==> config.mk <==
export PLATFORM = sky130hd
export DESIGN_NAME = control_unit
export DESIGN_NICKNAME = d
export VERILOG_FILES = /design/src/rtl/cpu_ctrl_pkg.sv /design/src/rtl/instr_class_decoder.sv /design/src/rtl/control_unit.sv
export SDC_FILE = /design/constraint.sdc
export NUM_CORES = 1
export LEC_CHECK = 0
export ABC_AREA = 1
export CORE_UTILIZATION = 37
export CTS_CLUSTER_SIZE = 30
export DETAILED_ROUTE_END_ITERATION = 10
export GPL_TIMING_DRIVEN = 0
export PLACE_DENSITY_LB_ADDON = 0.2
export SLEW_MARGIN = 20
export SYNTH_ARGS = -nofsm -noshare
export SYNTH_HDL_FRONTEND = slang
export SYNTH_SLANG_ARGS = --single-unit
==> constraint.sdc <==
create_clock -name clk -period 1.62 [get_ports clk]
set_input_delay 0.162 -clock clk [delete_from_list [all_inputs] [get_ports clk]]
set_output_delay 0.162 -clock clk [all_outputs]
set_load 0.005 [all_outputs]
==> src/rtl/cpu_ctrl_pkg.sv <==
// Shared controller definitions: opcodes, ALU-op codes, FSM states,
// instruction classes and the bundle of datapath control strobes.
package cpu_ctrl_pkg;

  localparam int CPU_WORD_W = 32;
  localparam int CPU_OP_W   = 5;

  // Opcode map (ir[31:27])
  localparam logic [CPU_OP_W-1:0] OP_LD   = 5'b00000;
  localparam logic [CPU_OP_W-1:0] OP_LDI  = 5'b00001;
  localparam logic [CPU_OP_W-1:0] OP_ST   = 5'b00010;
  localparam logic [CPU_OP_W-1:0] OP_ADD  = 5'b00011;
  localparam logic [CPU_OP_W-1:0] OP_SUB  = 5'b00100;
  localparam logic [CPU_OP_W-1:0] OP_AND  = 5'b00101;
  localparam logic [CPU_OP_W-1:0] OP_OR   = 5'b00110;
  localparam logic [CPU_OP_W-1:0] OP_SHR  = 5'b00111;
  localparam logic [CPU_OP_W-1:0] OP_SHL  = 5'b01000;
  localparam logic [CPU_OP_W-1:0] OP_ROR  = 5'b01001;
  localparam logic [CPU_OP_W-1:0] OP_ROL  = 5'b01010;
  localparam logic [CPU_OP_W-1:0] OP_ADDI = 5'b01011;
  localparam logic [CPU_OP_W-1:0] OP_ANDI = 5'b01100;
  localparam logic [CPU_OP_W-1:0] OP_ORI  = 5'b01101;
  localparam logic [CPU_OP_W-1:0] OP_DIV  = 5'b01110;
  localparam logic [CPU_OP_W-1:0] OP_MUL  = 5'b01111;
  localparam logic [CPU_OP_W-1:0] OP_NEG  = 5'b10000;
  localparam logic [CPU_OP_W-1:0] OP_NOT  = 5'b10001;
  localparam logic [CPU_OP_W-1:0] OP_BR   = 5'b10010;
  localparam logic [CPU_OP_W-1:0] OP_JR   = 5'b10011;
  localparam logic [CPU_OP_W-1:0] OP_IN   = 5'b10100;
  localparam logic [CPU_OP_W-1:0] OP_OUT  = 5'b10101;
  localparam logic [CPU_OP_W-1:0] OP_MFHI = 5'b10110;
  localparam logic [CPU_OP_W-1:0] OP_MFLO = 5'b10111;
  localparam logic [CPU_OP_W-1:0] OP_NOP  = 5'b11000;
  localparam logic [CPU_OP_W-1:0] OP_HALT = 5'b11001;

  // ALU operation codes used internally for address/immediate arithmetic
  localparam logic [CPU_OP_W-1:0] ALU_ADD = 5'b00011;
  localparam logic [CPU_OP_W-1:0] ALU_AND = 5'b00101;
  localparam logic [CPU_OP_W-1:0] ALU_OR  = 5'b00110;

  typedef enum logic [3:0] {
    ST_RESET, ST_T0, ST_T1, ST_T2, ST_T3, ST_T4, ST_T5, ST_T6, ST_T7, ST_HALT
  } state_t;

  typedef enum logic [3:0] {
    CL_LD, CL_LDI, CL_ST, CL_ALUR, CL_ALUI, CL_MULDIV, CL_UNARY, CL_BR,
    CL_JR, CL_IN, CL_OUT, CL_MFHI, CL_MFLO, CL_NOP, CL_HALT
  } instr_class_t;

  typedef struct packed {
    logic                pc_out;
    logic                zlow_out;
    logic                zhigh_out;
    logic                mdr_out;
    logic                hi_out;
    logic                lo_out;
    logic                inport_out;
    logic                ba_out;
    logic                c_out;
    logic                r_out;
    logic                mar_en;
    logic                pc_en;
    logic                mdr_en;
    logic                mdr_read;
    logic                ir_en;
    logic                y_en;
    logic                zlow_in;
    logic                zhigh_in;
    logic                hi_en;
    logic                lo_en;
    logic                r_in;
    logic                con_en;
    logic                outport_en;
    logic                ram_write;
    logic                inc_pc;
    logic                gra;
    logic                grb;
    logic                grc;
    logic [CPU_OP_W-1:0] op;
  } ctrl_t;

endpackage

==> src/rtl/instr_class_decoder.sv <==
// Combinational opcode-to-class map; unlisted opcodes behave as nop.
module instr_class_decoder
  import cpu_ctrl_pkg::*;
(
  input  logic [CPU_OP_W-1:0] op_i,
  output instr_class_t        class_o
);

  // Classify the opcode field
  always_comb begin
    class_o = CL_NOP;
    case (op_i)
      OP_LD:   class_o = CL_LD;
      OP_LDI:  class_o = CL_LDI;
      OP_ST:   class_o = CL_ST;
      OP_ADD, OP_SUB, OP_AND, OP_OR,
      OP_SHR, OP_SHL, OP_ROR, OP_ROL:
               class_o = CL_ALUR;
      OP_ADDI, OP_ANDI, OP_ORI:
               class_o = CL_ALUI;
      OP_DIV, OP_MUL:
               class_o = CL_MULDIV;
      OP_NEG, OP_NOT:
               class_o = CL_UNARY;
      OP_BR:   class_o = CL_BR;
      OP_JR:   class_o = CL_JR;
      OP_IN:   class_o = CL_IN;
      OP_OUT:  class_o = CL_OUT;
      OP_MFHI: class_o = CL_MFHI;
      OP_MFLO: class_o = CL_MFLO;
      OP_HALT: class_o = CL_HALT;
      default: class_o = CL_NOP;
    endcase
  end

endmodule

==> src/rtl/control_unit.sv <==
// Hardwired multi-cycle controller: fetch T0-T2, class-dependent execute
// T3-T7, Moore outputs decoded from the step register and the latched IR.
//
// state   | meaning
// RESET   | held by clr, all outputs low
// T0      | PC -> MAR, PC+1 -> Z
// T1      | Z -> PC, memory -> MDR
// T2      | MDR -> IR
// T3..T7  | execute steps, length depends on instruction class
// HALT    | stopped until clr, all outputs low
module control_unit
  import cpu_ctrl_pkg::*;
#(
  parameter int WORD_W = CPU_WORD_W,
  parameter int OP_W   = CPU_OP_W
) (
  input  logic              clk,
  input  logic              clr,
  input  logic [WORD_W-1:0] ir,
  input  logic              con_ff,
  output logic [OP_W-1:0]   opCode,
  output logic              PCout,
  output logic              ZLowout,
  output logic              ZHighout,
  output logic              MDRout,
  output logic              HIout,
  output logic              LOout,
  output logic              InPortout,
  output logic              BAout,
  output logic              Cout,
  output logic              R_out,
  output logic              MAR_enable,
  output logic              PC_enable,
  output logic              MDR_enable,
  output logic              MDR_read,
  output logic              IR_enable,
  output logic              Y_enable,
  output logic              ZLowIn,
  output logic              ZHighIn,
  output logic              HI_enable,
  output logic              LO_enable,
  output logic              R_in,
  output logic              CON_enable,
  output logic              OutPort_enable,
  output logic              RAM_write,
  output logic              IncPC,
  output logic              Gra,
  output logic              Grb,
  output logic              Grc,
  output logic              run
);

  state_t                state_q, state_d;
  instr_class_t          cls;
  ctrl_t                 ctrl;
  logic [CPU_OP_W-1:0]   opc;
  logic [CPU_OP_W-1:0]   imm_op;
  logic                  unused_ir_bits;

  assign opc            = ir[WORD_W-1 -: OP_W];
  assign unused_ir_bits = ^ir[WORD_W-OP_W-1:0];

  instr_class_decoder u_dec (
    .op_i    (opc),
    .class_o (cls)
  );

  assign imm_op = (opc == OP_ADDI) ? ALU_ADD :
                  (opc == OP_ANDI) ? ALU_AND : ALU_OR;

  // Step register; clr wins over any in-flight step
  always_ff @(posedge clk) begin
    if (clr) state_q <= ST_RESET;
    else     state_q <= state_d;
  end

  // Step sequencing: the final step of each class returns to T0
  always_comb begin
    state_d = state_q;
    unique case (state_q)
      ST_RESET: state_d = ST_T0;
      ST_T0:    state_d = ST_T1;
      ST_T1:    state_d = ST_T2;
      ST_T2:    state_d = ST_T3;
      ST_T3: begin
        case (cls)
          CL_LD, CL_LDI, CL_ST, CL_ALUR, CL_ALUI,
          CL_MULDIV, CL_UNARY, CL_BR: state_d = ST_T4;
          CL_HALT:                    state_d = ST_HALT;
          default:                    state_d = ST_T0;
        endcase
      end
      ST_T4:    state_d = (cls == CL_UNARY) ? ST_T0 : ST_T5;
      ST_T5:    state_d = (cls inside {CL_LDI, CL_ALUR, CL_ALUI}) ? ST_T0 : ST_T6;
      ST_T6:    state_d = (cls inside {CL_MULDIV, CL_BR}) ? ST_T0 : ST_T7;
      ST_T7:    state_d = ST_T0;
      ST_HALT:  state_d = ST_HALT;
      default:  state_d = ST_RESET;
    endcase
  end

  // Control-word decode per step and instruction class
  always_comb begin
    ctrl = '0;
    unique case (state_q)
      ST_T0: begin
        ctrl.pc_out = 1'b1; ctrl.mar_en = 1'b1; ctrl.inc_pc = 1'b1; ctrl.zlow_in = 1'b1;
      end
      ST_T1: begin
        ctrl.zlow_out = 1'b1; ctrl.pc_en = 1'b1; ctrl.mdr_read = 1'b1; ctrl.mdr_en = 1'b1;
      end
      ST_T2: begin
        ctrl.mdr_out = 1'b1; ctrl.ir_en = 1'b1;
      end
      ST_T3: begin
        case (cls)
          CL_LD, CL_LDI, CL_ST: begin ctrl.grb = 1'b1; ctrl.ba_out = 1'b1; ctrl.y_en = 1'b1; end
          CL_ALUR, CL_ALUI:     begin ctrl.grb = 1'b1; ctrl.r_out = 1'b1; ctrl.y_en = 1'b1; end
          CL_MULDIV:            begin ctrl.gra = 1'b1; ctrl.r_out = 1'b1; ctrl.y_en = 1'b1; end
          CL_UNARY: begin
            ctrl.grb = 1'b1; ctrl.r_out = 1'b1; ctrl.op = opc; ctrl.zlow_in = 1'b1;
          end
          CL_BR:   begin ctrl.gra = 1'b1; ctrl.r_out = 1'b1; ctrl.con_en = 1'b1; end
          CL_JR:   begin ctrl.gra = 1'b1; ctrl.r_out = 1'b1; ctrl.pc_en = 1'b1; end
          CL_IN:   begin ctrl.inport_out = 1'b1; ctrl.gra = 1'b1; ctrl.r_in = 1'b1; end
          CL_OUT:  begin ctrl.gra = 1'b1; ctrl.r_out = 1'b1; ctrl.outport_en = 1'b1; end
          CL_MFHI: begin ctrl.hi_out = 1'b1; ctrl.gra = 1'b1; ctrl.r_in = 1'b1; end
          CL_MFLO: begin ctrl.lo_out = 1'b1; ctrl.gra = 1'b1; ctrl.r_in = 1'b1; end
          default: ;
        endcase
      end
      ST_T4: begin
        case (cls)
          CL_LD, CL_LDI, CL_ST: begin ctrl.c_out = 1'b1; ctrl.op = ALU_ADD; ctrl.zlow_in = 1'b1; end
          CL_ALUR: begin
            ctrl.grc = 1'b1; ctrl.r_out = 1'b1; ctrl.op = opc; ctrl.zlow_in = 1'b1;
          end
          CL_ALUI: begin ctrl.c_out = 1'b1; ctrl.op = imm_op; ctrl.zlow_in = 1'b1; end
          CL_MULDIV: begin
            ctrl.grb = 1'b1; ctrl.r_out = 1'b1; ctrl.op = opc;
            ctrl.zlow_in = 1'b1; ctrl.zhigh_in = 1'b1;
          end
          CL_UNARY: begin ctrl.zlow_out = 1'b1; ctrl.gra = 1'b1; ctrl.r_in = 1'b1; end
          CL_BR:    begin ctrl.pc_out = 1'b1; ctrl.y_en = 1'b1; end
          default: ;
        endcase
      end
      ST_T5: begin
        case (cls)
          CL_LD, CL_ST:              begin ctrl.zlow_out = 1'b1; ctrl.mar_en = 1'b1; end
          CL_LDI, CL_ALUR, CL_ALUI:  begin ctrl.zlow_out = 1'b1; ctrl.gra = 1'b1; ctrl.r_in = 1'b1; end
          CL_MULDIV:                 begin ctrl.zlow_out = 1'b1; ctrl.lo_en = 1'b1; end
          CL_BR: begin ctrl.c_out = 1'b1; ctrl.op = ALU_ADD; ctrl.zlow_in = 1'b1; end
          default: ;
        endcase
      end
      ST_T6: begin
        case (cls)
          CL_LD:     begin ctrl.mdr_read = 1'b1; ctrl.mdr_en = 1'b1; end
          CL_ST:     begin ctrl.gra = 1'b1; ctrl.r_out = 1'b1; ctrl.mdr_en = 1'b1; end
          CL_MULDIV: begin ctrl.zhigh_out = 1'b1; ctrl.hi_en = 1'b1; end
          CL_BR:     begin ctrl.zlow_out = 1'b1; ctrl.pc_en = con_ff; end
          default: ;
        endcase
      end
      ST_T7: begin
        case (cls)
          CL_LD:   begin ctrl.mdr_out = 1'b1; ctrl.gra = 1'b1; ctrl.r_in = 1'b1; end
          CL_ST:   ctrl.ram_write = 1'b1;
          default: ;
        endcase
      end
      default: ;
    endcase
  end

  assign run            = (state_q != ST_RESET) && (state_q != ST_HALT);
  assign opCode         = ctrl.op;
  assign PCout          = ctrl.pc_out;
  assign ZLowout        = ctrl.zlow_out;
  assign ZHighout       = ctrl.zhigh_out;
  assign MDRout         = ctrl.mdr_out;
  assign HIout          = ctrl.hi_out;
  assign LOout          = ctrl.lo_out;
  assign InPortout      = ctrl.inport_out;
  assign BAout          = ctrl.ba_out;
  assign Cout           = ctrl.c_out;
  assign R_out          = ctrl.r_out;
  assign MAR_enable     = ctrl.mar_en;
  assign PC_enable      = ctrl.pc_en;
  assign MDR_enable     = ctrl.mdr_en;
  assign MDR_read       = ctrl.mdr_read;
  assign IR_enable      = ctrl.ir_en;
  assign Y_enable       = ctrl.y_en;
  assign ZLowIn         = ctrl.zlow_in;
  assign ZHighIn        = ctrl.zhigh_in;
  assign HI_enable      = ctrl.hi_en;
  assign LO_enable      = ctrl.lo_en;
  assign R_in           = ctrl.r_in;
  assign CON_enable     = ctrl.con_en;
  assign OutPort_enable = ctrl.outport_en;
  assign RAM_write      = ctrl.ram_write;
  assign IncPC          = ctrl.inc_pc;
  assign Gra            = ctrl.gra;
  assign Grb            = ctrl.grb;
  assign Grc            = ctrl.grc;

endmodule
==> results.md, run 1 <==
- Area after DPL: between 1500 and 2000 µm²
- Worst EP post-GRT repair: opCode[1]
- Synth warnings: 0
- CTS sink count: 4
- DP Worst Slack: -1.19 ns
- Xor and xnor area share after synthesis: 0%
- Synthesized net count: 244
- Total gr overflow: 13
- Clock tree buffer depth: 2
- Stop err: [ERROR GRT-0232] Routing congestion too high. Check the congestion heatmap in the GUI.
- Die width: between 50 and 60 µm
- Avg Cell Area, Syn: between 5 and 6 µm²
- Worst endpoint pin kind: primary output
- Synth Area in Simple Gates: 60.7%
- Root buf cell: clkbuf_4
- Final HPWL from detailed placement: 2600 µm
- Synth Area in Compound Gates: between 10% and 20%
- Seq/Total Area, Yosys: 7.22%
- Mux cell area share after synthesis: 0%
- Tot GR Track Use: between 60% and 70%
- Synth unique cells: 30
- CTS H-Tree Depth: 1
- Antenna violations before repair: 2
- Pin count of the biggest net entering global routing: 8
- Cell Area, Synth: roughly 1100 µm²
- Die H: between 50 and 60 µm
- Buffers on Ports: 41
- IO Count: 69
- Largest family of logic cells by synthesized area: simple AND/OR/NAND/NOR gates
- Initial Util: 39.6%
- Row count: 19
- Mapped Cells: between 200 and 250
- GPL Wtd Cong: 0.838
- Status: stopped before the end
- Num CTS Buffers: 3
- Fail Step: global routing (5_1_grt)
- Post-Synth Adder-Cell Area: 5.64%
- Post-synthesis register bit count: 4
layer usage:
layer | global-route usage (%) | GRT overflow
met1 | 68.0 | 0
met2 | 88.8 | 6
met4 | 72.1 | 7
met5 | 14.3 | 0
met3 | 47.7 | 0
cells in the mapped netlist:
master / instances / area [µm²]
ha_1: 5 / 62.6
o21bai_1: 1 / 7.51
o21ai_1: 4 / 20.0
buf_6: 1 / 11.3
a21oi_1: 4 / 20.0
a21oi_4: 1 / 16.3
nand2_1: 57 / 214
nor2_1: 28 / 105
a21boi_0: 1 / 7.51
or2_1: 1 / 6.26
inv_4: 1 / 6.26
a31oi_1: 1 / 6.26
nand3_1: 21 / 105
nand2_2: 6 / 37.5
nand3_4: 1 / 17.5
nand3_2: 4 / 40.0
nor2_4: 4 / 45.0
nor3_1: 4 / 20.0
o21ai_0: 7 / 35.0
o31ai_1: 1 / 7.51
nor3_2: 1 / 10.0
buf_4: 2 / 15.0
nor2_2: 3 / 18.8
dfxtp_1: 4 / 80.1
nand2_4: 2 / 22.5
o211ai_1: 1 / 7.51
inv_1: 24 / 90.1
inv_2: 7 / 26.3
a21oi_2: 2 / 17.5
nand4_1: 5 / 31.3
repair_timing:
action                                  in CTS
setup buffers                               49
gates cloned                                 2
gates resized for setup                    249
pin swaps                                   52
hold buffers                                 0
endpoints found under the setup margin      38
kinds of logic after synthesis:
logic type,count (synthesis)
buf+inv,35
simple gates,137
fa+ha+maj,5
compound gates,23
flops,4
per-stage QoR:
step           setup TNS, ns  cells
2_1_floorplan              0    204
3_5_place_dp          -34.63    276
4_1_cts                -2.11    330
3_3_place_gp          -34.46    276
==> run 2: changes to the inputs <==
--- a/config.mk
+++ b/config.mk
@@ -6,11 +6,11 @@
 export NUM_CORES = 1
 export LEC_CHECK = 0
 export ABC_AREA = 1
-export CORE_UTILIZATION = 37
-export CTS_CLUSTER_SIZE = 30
+export CORE_AREA = 2 2 63 65
 export DETAILED_ROUTE_END_ITERATION = 10
+export DIE_AREA = 0 0 65 67
 export GPL_TIMING_DRIVEN = 0
-export PLACE_DENSITY_LB_ADDON = 0.2
+export PLACE_DENSITY_LB_ADDON = 0.15
 export SLEW_MARGIN = 20
 export SYNTH_ARGS = -nofsm -noshare
 export SYNTH_HDL_FRONTEND = slang
==> results.md, run 2 <==
- Status: finished, violations left
- Failing checks: negative setup slack
- Pin count of the biggest net entering global routing: 8
- Post-route ant nets: 0
- Largest Register: state_q
- Max reg flops: 4
- Pwr/cell area: around 400 nW/µm²
- DRT Wirelength: 5240 µm
- Most common cell after layout, fill and taps aside: buf_4
- Synth area leaders: nand2_1, nand3_1, nor2_1
- Average routed wire per standard cell: approximately 15 µm
- Initial DRC count: about 90
- Clock tree buffer depth: 2 (unchanged)
- MaxCap Viol Count: 0
- TritonCTS clock tree: done
- Most common cell in the netlist: nand2_1
- Final Skew: roughly 0.0047 ns
- Synth async-reset ratio: 0% (unchanged)
- Worst Path Arrival: around 1.7 ns
- Vias/cell: about 5.1
- Die width: 65 µm (+15%)
- Max Clk Rate: approximately 0.55 GHz
- Max Transition Viols Final: 0
- Max FO, Critical Path: 6
- Mux cell area share after synthesis: 0% (unchanged)
- Commonest cells post-synth: nand2_1, nor2_1, inv_1
- Worst setup path class: in2out
- Drt first pass iters: 4
- CTS H-Tree Depth: 1 (unchanged)
- Post-synthesis register bit count: 4 (unchanged)
- Most frequent cells in the layout: buf_4, nand2_1, buf_2
- Core Area: roughly 3600 µm²
- CP Capture Type: primary output
- Synthesized net count: 244 (unchanged)
- Worst-margin pin slew: ~0.32 ns
- Synth Area in Simple Gates: 60.7% (unchanged)
- Nets: around 350
- Xor and xnor area share after synthesis: 0% (unchanged)
- Antenna violations before repair: 0
- Largest family of logic cells by synthesized area: simple AND/OR/NAND/NOR gates
- Main synth FF type: dfxtp_1
- Endpoints failing hold: 0
- First-pass GRT wire length: roughly 7500 µm
- Synth warnings: 0 (unchanged)
- Root buf cell: clkbuf_8
- Mapped Cells: 204 (unchanged)
- Layout cells sized above 1: about two thirds
- Worst hold path type: in2reg
- Post-Synth Adder-Cell Area: 5.64% (unchanged)
- Buffers on Ports: 41 (unchanged)
- Setup TNS: -2.27 ns
- Num CTS Buffers: 3 (unchanged)
- GPL Wtd Cong: 0.821 (-2.1%)
- Register area: 90.1 µm²
- Crit path required time: approximately 1.5 ns
- Die footprint: ~4400 µm²
- RSZ-0062 raised after global routing: true
- Peak supply drop: about 0.27 mV
- Yosys top cell by area: nand2_1
- Total gr overflow: 0
- Top-area cell type share of the netlist area: 19.3% (unchanged)
- Tot GR Track Use: a little over a fifth
- Clock slew at reported path FFs: roughly 0.030 ns
- Cell Area, Synth: 1110 µm² (unchanged)
- Post-route clock period utilization: 113%
- Synth unique cells: 30 (unchanged)
- Die H: 67 µm (+18%)
- Number of flops mapped to enable cells by yosys: 0 (unchanged)
- Via count: roughly 1800
- Synth Area in Compound Gates: 13.1% (unchanged)
- Total power: approximately 1 mW
- Initial Util: 30.8% (-8.8 points)
- Post-layout min period: approximately 1.8 ns
- Area of the multi-input gates: roughly 1300 µm²
- Biggest regs: state_q x4
- Leakage: around 1.2 nW
- Residual DRC: 0
- Number of fill cells: around 270
- Antenna cell count: 0
- Count of hold-fix buffers inserted at cts: 0 (unchanged)
- Area delta synth->final: 124%
- Final HPWL from detailed placement: 2690 µm (+3.6%)
- Crit start category: input pin
- Worst-Skew Late Latency: between 0.2 and 0.25 ns
- CTS sink count: 4 (unchanged)
- Row count: 22 (+3)
- Slew margin rel.: 78.2%
- IO Count: 69 (unchanged)
- Seq/Total Area, Yosys: 7.22% (unchanged)
- Vias in the first global route: 1623
- Setup ws final: -0.207 ns
- Avg Cell Area, Syn: 5.44 µm² (unchanged)
- # setup viols final: 24
-- run 2: layout make-up --
type	instances	area share, %
sequential	4	3.63
buffer	3	1.21
timing repair buffer	97	31.4
inverter	32	6.15
tap	48	2.42
multi-input combinational	166	53.6
clock buffer	3	1.66
-- run 2: logic make-up after synthesis --
group	count (synthesis)
AO/OA/AOI/OAI	23
adder cells (fa/ha/maj)	5
AND/OR/NAND/NOR	137
buffers and inverters	35
flip-flops	4
-- run 2: critical path: stages --
cell	delay, ns
buf_12	0.12
ha_4	0.17
nor2_4	0.14
nand2_2	0.08
nand2_4	0.09
nand2_4	0.06
nor2_4	0.20
inv_2	0.10
nor3_4	0.15
buf_4	0.16
a21oi_4	0.03
nand3_1	0.08
buf_2	0.13
-- run 2: power breakdown --
group	switching [mW]	internal [mW]	leakage, nW
logic	0.369	0.289	1.18
registers	0.0121	0.105	0.0350
clock network	0.0511	0.158	0.0216
-- run 2: path summary, 6_finish.rpt --
check	endpoint	cells past startpoint	from	slack, ns
max reg2reg	state_q[3]$_SDFF_PP0_	11	state_q[2]$_SDFF_PP0_	0.01
max	R_in	13	ir[28]	-0.21
min	state_q[2]$_SDFF_PP0_	2	clr	0.57
min reg2reg	state_q[0]$_SDFF_PP0_	3	state_q[2]$_SDFF_PP0_	0.67
-- run 2: what timing repair did --
| item | in CTS | in global routing |
|---|---|---|
| pin swaps | 46 | 34 |
| setup endpoints to repair | 38 | 32 |
| cloned | 2 | 0 |
| resized for setup | 236 | 67 |
| buffers inserted | 45 | 14 |
-- run 2: per-layer routing --
layer  global-route usage [%]  share of wire, %
met3                     4.39               5.6
met4                     2.93               2.2
met2                     39.6                51
met1                     26.7                41
met5                        0                 0
-- run 2: through the flow --
step           cells  worst slack (ns)  hold WS (ns)  cell area, µm²  util [%]
6_report         353            -0.207         0.568            2480      68.8
5_1_grt          353            -0.280         0.570            2480      68.8
4_1_cts          342            -0.156         0.565            2190      60.7
3_5_place_dp     293             -1.21         0.639            1580      43.8
3_3_place_gp     293             -1.22         0.640            1580      43.8
2_1_floorplan    204             0.121         0.231            1110         -
(Power assumes the default switching activity.)
==> run 3: changes to the inputs <==
--- a/config.mk
+++ b/config.mk
@@ -6,6 +6,7 @@
 export NUM_CORES = 1
 export LEC_CHECK = 0
 export ABC_AREA = 1
+export CAP_MARGIN = 30
 export CORE_AREA = 2 2 63 65
 export DETAILED_ROUTE_END_ITERATION = 10
 export DIE_AREA = 0 0 65 67
==> results of run 3 <==
Same layout as run 2: the final DEF is identical, and so are final timing and power.
